===== src/rtl/output_argmax.sv =====
// output_argmax: picks the winning class from a serial stream of signed output-neuron scores.
// Latency: out_valid rises the cycle after the final score is accepted (1 start + NUM_CLASSES + 1 cycles minimum).
// Backpressure: in_ready is high only while collecting; the result is held stable in DONE until out_ready.
//
// Ports:
//   clk, rst            rising-edge clock, asynchronous active-high reset
//   start               one-cycle pulse that opens an inference (only honoured in IDLE)
//   in_valid/in_ready   score handshake; in_val is a two's-complement score
//   out_valid/out_ready result handshake; class_idx/max_val hold the winner
//   busy                high while an inference is collecting or waiting to be taken
module output_argmax #(
  parameter int NUM_CLASSES = 10,
  parameter int DATA_W      = 8,
  parameter int IDX_W       = 4
) (
  input  logic              clk,
  input  logic              rst,
  input  logic              start,
  input  logic              in_valid,
  output logic              in_ready,
  input  logic [DATA_W-1:0] in_val,
  output logic              out_valid,
  input  logic              out_ready,
  output logic [IDX_W-1:0]  class_idx,
  output logic [DATA_W-1:0] max_val,
  output logic              busy
);

  typedef enum logic [1:0] {
    IDLE    = 2'd0,
    COLLECT = 2'd1,
    DONE    = 2'd2
  } state_t;

  // One extra bit so NUM_CLASSES == 2**IDX_W can be counted without wrapping.
  localparam logic [IDX_W:0] LAST = (IDX_W+1)'(NUM_CLASSES - 1);

  state_t         state;
  logic [IDX_W:0] count;
  logic           better;

  // The first score of an inference always seeds the maximum; after that only a
  // strictly greater score replaces it, so ties keep the lowest index.
  assign better = (count == '0) || ($signed(in_val) > $signed(max_val));

  always_ff @(posedge clk or posedge rst) begin
    if (rst) begin
      state     <= IDLE;
      count     <= '0;
      class_idx <= '0;
      max_val   <= '0;
      in_ready  <= 1'b0;
      out_valid <= 1'b0;
      busy      <= 1'b0;
    end else begin
      case (state)
        IDLE: begin
          if (start) begin
            state    <= COLLECT;
            count    <= '0;
            in_ready <= 1'b1;
            busy     <= 1'b1;
          end
        end

        COLLECT: begin
          // in_ready is known to be high here, so in_valid alone means accept.
          if (in_valid) begin
            if (better) begin
              max_val   <= in_val;
              class_idx <= count[IDX_W-1:0];
            end
            count <= count + 1'b1;
            if (count == LAST) begin
              state     <= DONE;
              in_ready  <= 1'b0;
              out_valid <= 1'b1;
            end
          end
        end

        DONE: begin
          // A start arriving with the handshake is dropped: we only look at
          // start while already in IDLE.
          if (out_ready) begin
            state     <= IDLE;
            out_valid <= 1'b0;
            busy      <= 1'b0;
          end
        end

        default: begin
          state     <= IDLE;
          in_ready  <= 1'b0;
          out_valid <= 1'b0;
          busy      <= 1'b0;
        end
      endcase
    end
  end

endmodule


===== config.mk =====
export PLATFORM = sky130hd
export DESIGN_NAME = output_argmax
export DESIGN_NICKNAME = d
export VERILOG_FILES = /design/src/rtl/output_argmax.sv
export SDC_FILE = /design/constraint.sdc
export NUM_CORES = 1
export LEC_CHECK = 0
export CAP_MARGIN = 20
export CORE_MARGIN = 2
export CORE_UTILIZATION = 45
export CTS_CLUSTER_DIAMETER = 30
export DETAILED_ROUTE_END_ITERATION = 12
export PLACE_DENSITY = 0.73
export SYNTH_ARGS = -nofsm -noshare
export SYNTH_HDL_FRONTEND = slang
export SYNTH_SLANG_ARGS = --single-unit

===== constraint.sdc =====
create_clock -name clk -period 2.3 [get_ports clk]
set_clock_uncertainty 0.15 [all_clocks]
set_input_delay 0.575 -clock clk [delete_from_list [all_inputs] [get_ports clk]]
set_output_delay 0.575 -clock clk [all_outputs]
set_load 0.01 [all_outputs]

==> impl_metrics.ini, run 1 <==
[critical_path]
crit_path_top_delay_cell = dfrtp_1
ff2ff_setup_slack_ns = 0.04
worst-setup-path-type = reg2reg
largest_driver_fanout_on_the_critical_path = 6
critPathArrivalTime_ns = 2.31
path_cells = inv_2 -> ha_4 -> nor2b_1 -> o211ai_1 -> a21o_2 -> a311o_1 -> buf_6 -> mux2_4
r2r_end = class_idx[1]
rr_startpoint = max_val[1]
start_kind = flop
timing.critical_path.slowest_cell_delay_ns = 0.41
reg2regPathDepth = 8
cp_data_required_time_ns = 2.35
worstSetupEndpointType = flop

[drt]
highest_signal_layer = met4
drt_wl_total_mm = 2.562
viasPerCell = 5.092
routed-wl-met3_um = 121
route.detailed.wl_per_inst_um = 13.85
dr_wl_met2_mm = 1.274
drt-met1-wl_mm = 1.156
first_iter_violations = 24
detail_route.drc_violations = 0
drt_first_pass_iters = 4
vias = 942
drtAntennaViolNets = 0

[timing]
finalHoldWorstSlack_ns = 0.3767
slew-limit-headroom = 0.7999
final_period_minus_worst_setup_slack_ns = 2.257
timing_hold_violations_final = 0
report.final.slew_viol_count = 0
setup-tns-final_ns = 0
max_clock_freq_ghz = 0.4431
timing.final.crit_share = 0.9812
worst_slew_pin_slew_ns = 0.2995
final_number_of_setup_violating_endpoints = 0

[floorplan]
io-pin-count = 28
die_area_mm2 = 0.003236
floorplan.initialDensity = 0.4645
placeableCoreArea_mm2 = 0.002710
die_h_um = 56.89
placement_rows = 19
die_x_um = 56.89

[global_route]
pin_count_of_the_biggest_net_entering_global_routing = 23
grt_pass1_vias = 978
grt_util_all_layers = 0.1683
grt_first_pass_wirelength_mm = 4.250
grt_remaining_overflow = 0
grt_antenna_before_repair = 0

[layout]
layout-drive-gt1-share = 0.3117
area_growth_pct = 39.26
num_antenna_cells = 0
fill_cell_count = 230
finalCoreUtilization = 0.6468
nets = 180

[logic_synthesis]
synth-seq-cells = 22
post-synth-top-area-cell = dfrtp_1
synth_enable_flop_cells = 0
average_cell_area_after_synthesis_um2 = 11.34
netlist-cell-type-count = 34
total_nets_after_synthesis = 135
top_cells_by_area_in_the_synthesized_netlist = dfrtp_1, mux2_4, ha_1, inv_1, nor2_1
post-synth-top-count-cell = dfrtp_1
synth_seq_area_share = 0.4374
yosysWarningCount = 0
synth.top_cells.by_count = dfrtp_1, inv_1, ha_1, mux2_4, nor2_1
dominantRegCellSynth = dfrtp_1
synthDominantCellAreaShare = 0.4374
syn-cell-area_mm2 = 0.001259
postSynth.asyncResetShare = 1.000
synthesis.instances = 111

[clock_tree]
cts_tree = built
clock_sink_count = 22
cts_buffer_count = 3
worstSkewPairLatency_ns = 0.30
cts.path.max_buffers = 2
hold_buffers = 0
cts.clk_slew.worst_paths_ns = 0.12
clock_tree.root_cell = clkbuf_4
clock_tree.htree_level_count = 1

[pwr]
share_comb_of_total_power = 0.594
p_total_mw = 2.232
total_leakage_power_nw = 0.8426
sw_frac_of_total = 0.3641
power.net_switching_uw = 812.8
powerDensity_mw_per_mm2 = 1274
pwr-share-seq = 0.327
power.ir.vdd_worst_mv = 0.8325
share_clk_of_total_power = 0.079
cellInternalPower_mw = 1.420

[hold_path]
whs_path_depth = 2
hold_crit_class = reg2reg
hold_path.startpoint = out_valid
hold-path-endpoint = out_valid

[place]
gp_routability_congestion = 0.7438
dpl.hpwl_mm = 1.849
io_buffer_count = 27

[run_status]
run_status = finished, final reports clean

[flow_run]
drv_cap = 0
## worst max-delay path, delay by kind of cell, from the launching register on
kind                     cells  cell delay (ns)
multiplexers                 1             0.29
buffers and inverters        2             0.22
AND/OR/NAND/NOR              1             0.12
adder cells (fa/ha/maj)      1             0.26
AO/OA/AOI/OAI                3             0.71
flip-flops                   1             0.41
## layout make-up
| class | instances | area [µm²] | area share |
|---|---|---|---|
| repair buffers | 41 | 375.4 | 0.2141 |
| clock buffers | 3 | 22.52 | 0.01285 |
| multi-input cells | 73 | 709.4 | 0.4047 |
| inverters | 15 | 56.30 | 0.03212 |
| well taps | 31 | 38.79 | 0.02213 |
| flip-flops and latches | 22 | 550.5 | 0.3141 |
## power groups by stage
stage	sequential (mW)	combinational, mW	clock [mW]
global route	0.756	1.44	0.189
global placement	0.727	1.16	0
floorplan	0.766	0.676	0
CTS	0.731	1.28	0.179
detailed placement	0.742	1.19	0
finish	0.730	1.33	0.177
## state kept, by name, summed over array words and instances, names as in the netlist
name and flops:
busy 1, class_idx 4, count 5, in_ready 1, max_val 8, out_valid 1
state 2
## what timing repair did
action | in CTS | in global routing
endpoints found under the setup margin | 10 | 10
resized for setup | 16 | 8
buffers inserted | 2 | 1
pin swaps | 12 | 8
## per-layer routing
metal	track usage	vias to the layer above
met5	0	-
li1	-	467
met1	0.2088	454
met2	0.2890	19
met3	0.03456	2
met4	0.05648	0
## kinds of logic (layout without fill, tap and decap cells)
| kind of cell | count (synthesis) | count (layout) | synth area share |
|---|---|---|---|
| fa+ha+maj | 11 | 11 | 0.1093 |
| compound gates | 14 | 14 | 0.09445 |
| xor+xnor | 3 | 3 | 0.02088 |
| flops | 22 | 22 | 0.4374 |
| buf+inv | 16 | 59 | 0.05367 |
| mux | 13 | 13 | 0.1441 |
| simple gates | 32 | 32 | 0.1402 |
## how the worst max path moves through the flow
stage	from	endpoint	slack, ns	depth (start not counted)
3_3_place_gp	in_val[1]	class_idx[0]	-0.52	8
6_report	max_val[1]	class_idx[1]	0.04	8
3_5_place_dp	in_val[6]	class_idx[0]	-0.57	7
5_1_grt	max_val[1]	class_idx[0]	-0.004	8
4_1_cts	max_val[5]	class_idx[0]	0.03	7
2_1_floorplan	in_val[1]	class_idx[0]	0.003	7
## layout by cell type, fill, tap and decap left out, types with 4 or more instances in the layout
| master | Yosys | layout |
|---|---|---|
| mux2_4 | 10 | 10 |
| dfrtp_1 | 22 | 22 |
| ha_1 | 11 | 6 |
| nand4_1 | 4 | 4 |
| buf_4 | 0 | 12 |
| inv_1 | 15 | 14 |
| ha_4 | 0 | 5 |
| nor2_1 | 9 | 9 |
| clkdlybuf4s50_1 | 0 | 19 |
| nand2_1 | 6 | 6 |
## stage by stage
step / worst slack, ns / cell area, µm² / cells
2_1_floorplan: 0.002639 / 1259 / 111
3_3_place_gp: -0.5188 / 1639 / 179
3_5_place_dp: -0.5694 / 1639 / 179
4_1_cts: 0.03486 / 1720 / 184
5_1_grt: -0.004005 / 1753 / 185
6_report: 0.04334 / 1753 / 185
No activity file was read; power rests on OpenSTA's default activity.
==> run 2, diff against run 1 <==
Settings changed: SLEW_MARGIN from default to 5.
==> results of run 2 <==
Same layout as run 1: the final DEF is identical, and so are final timing and power.
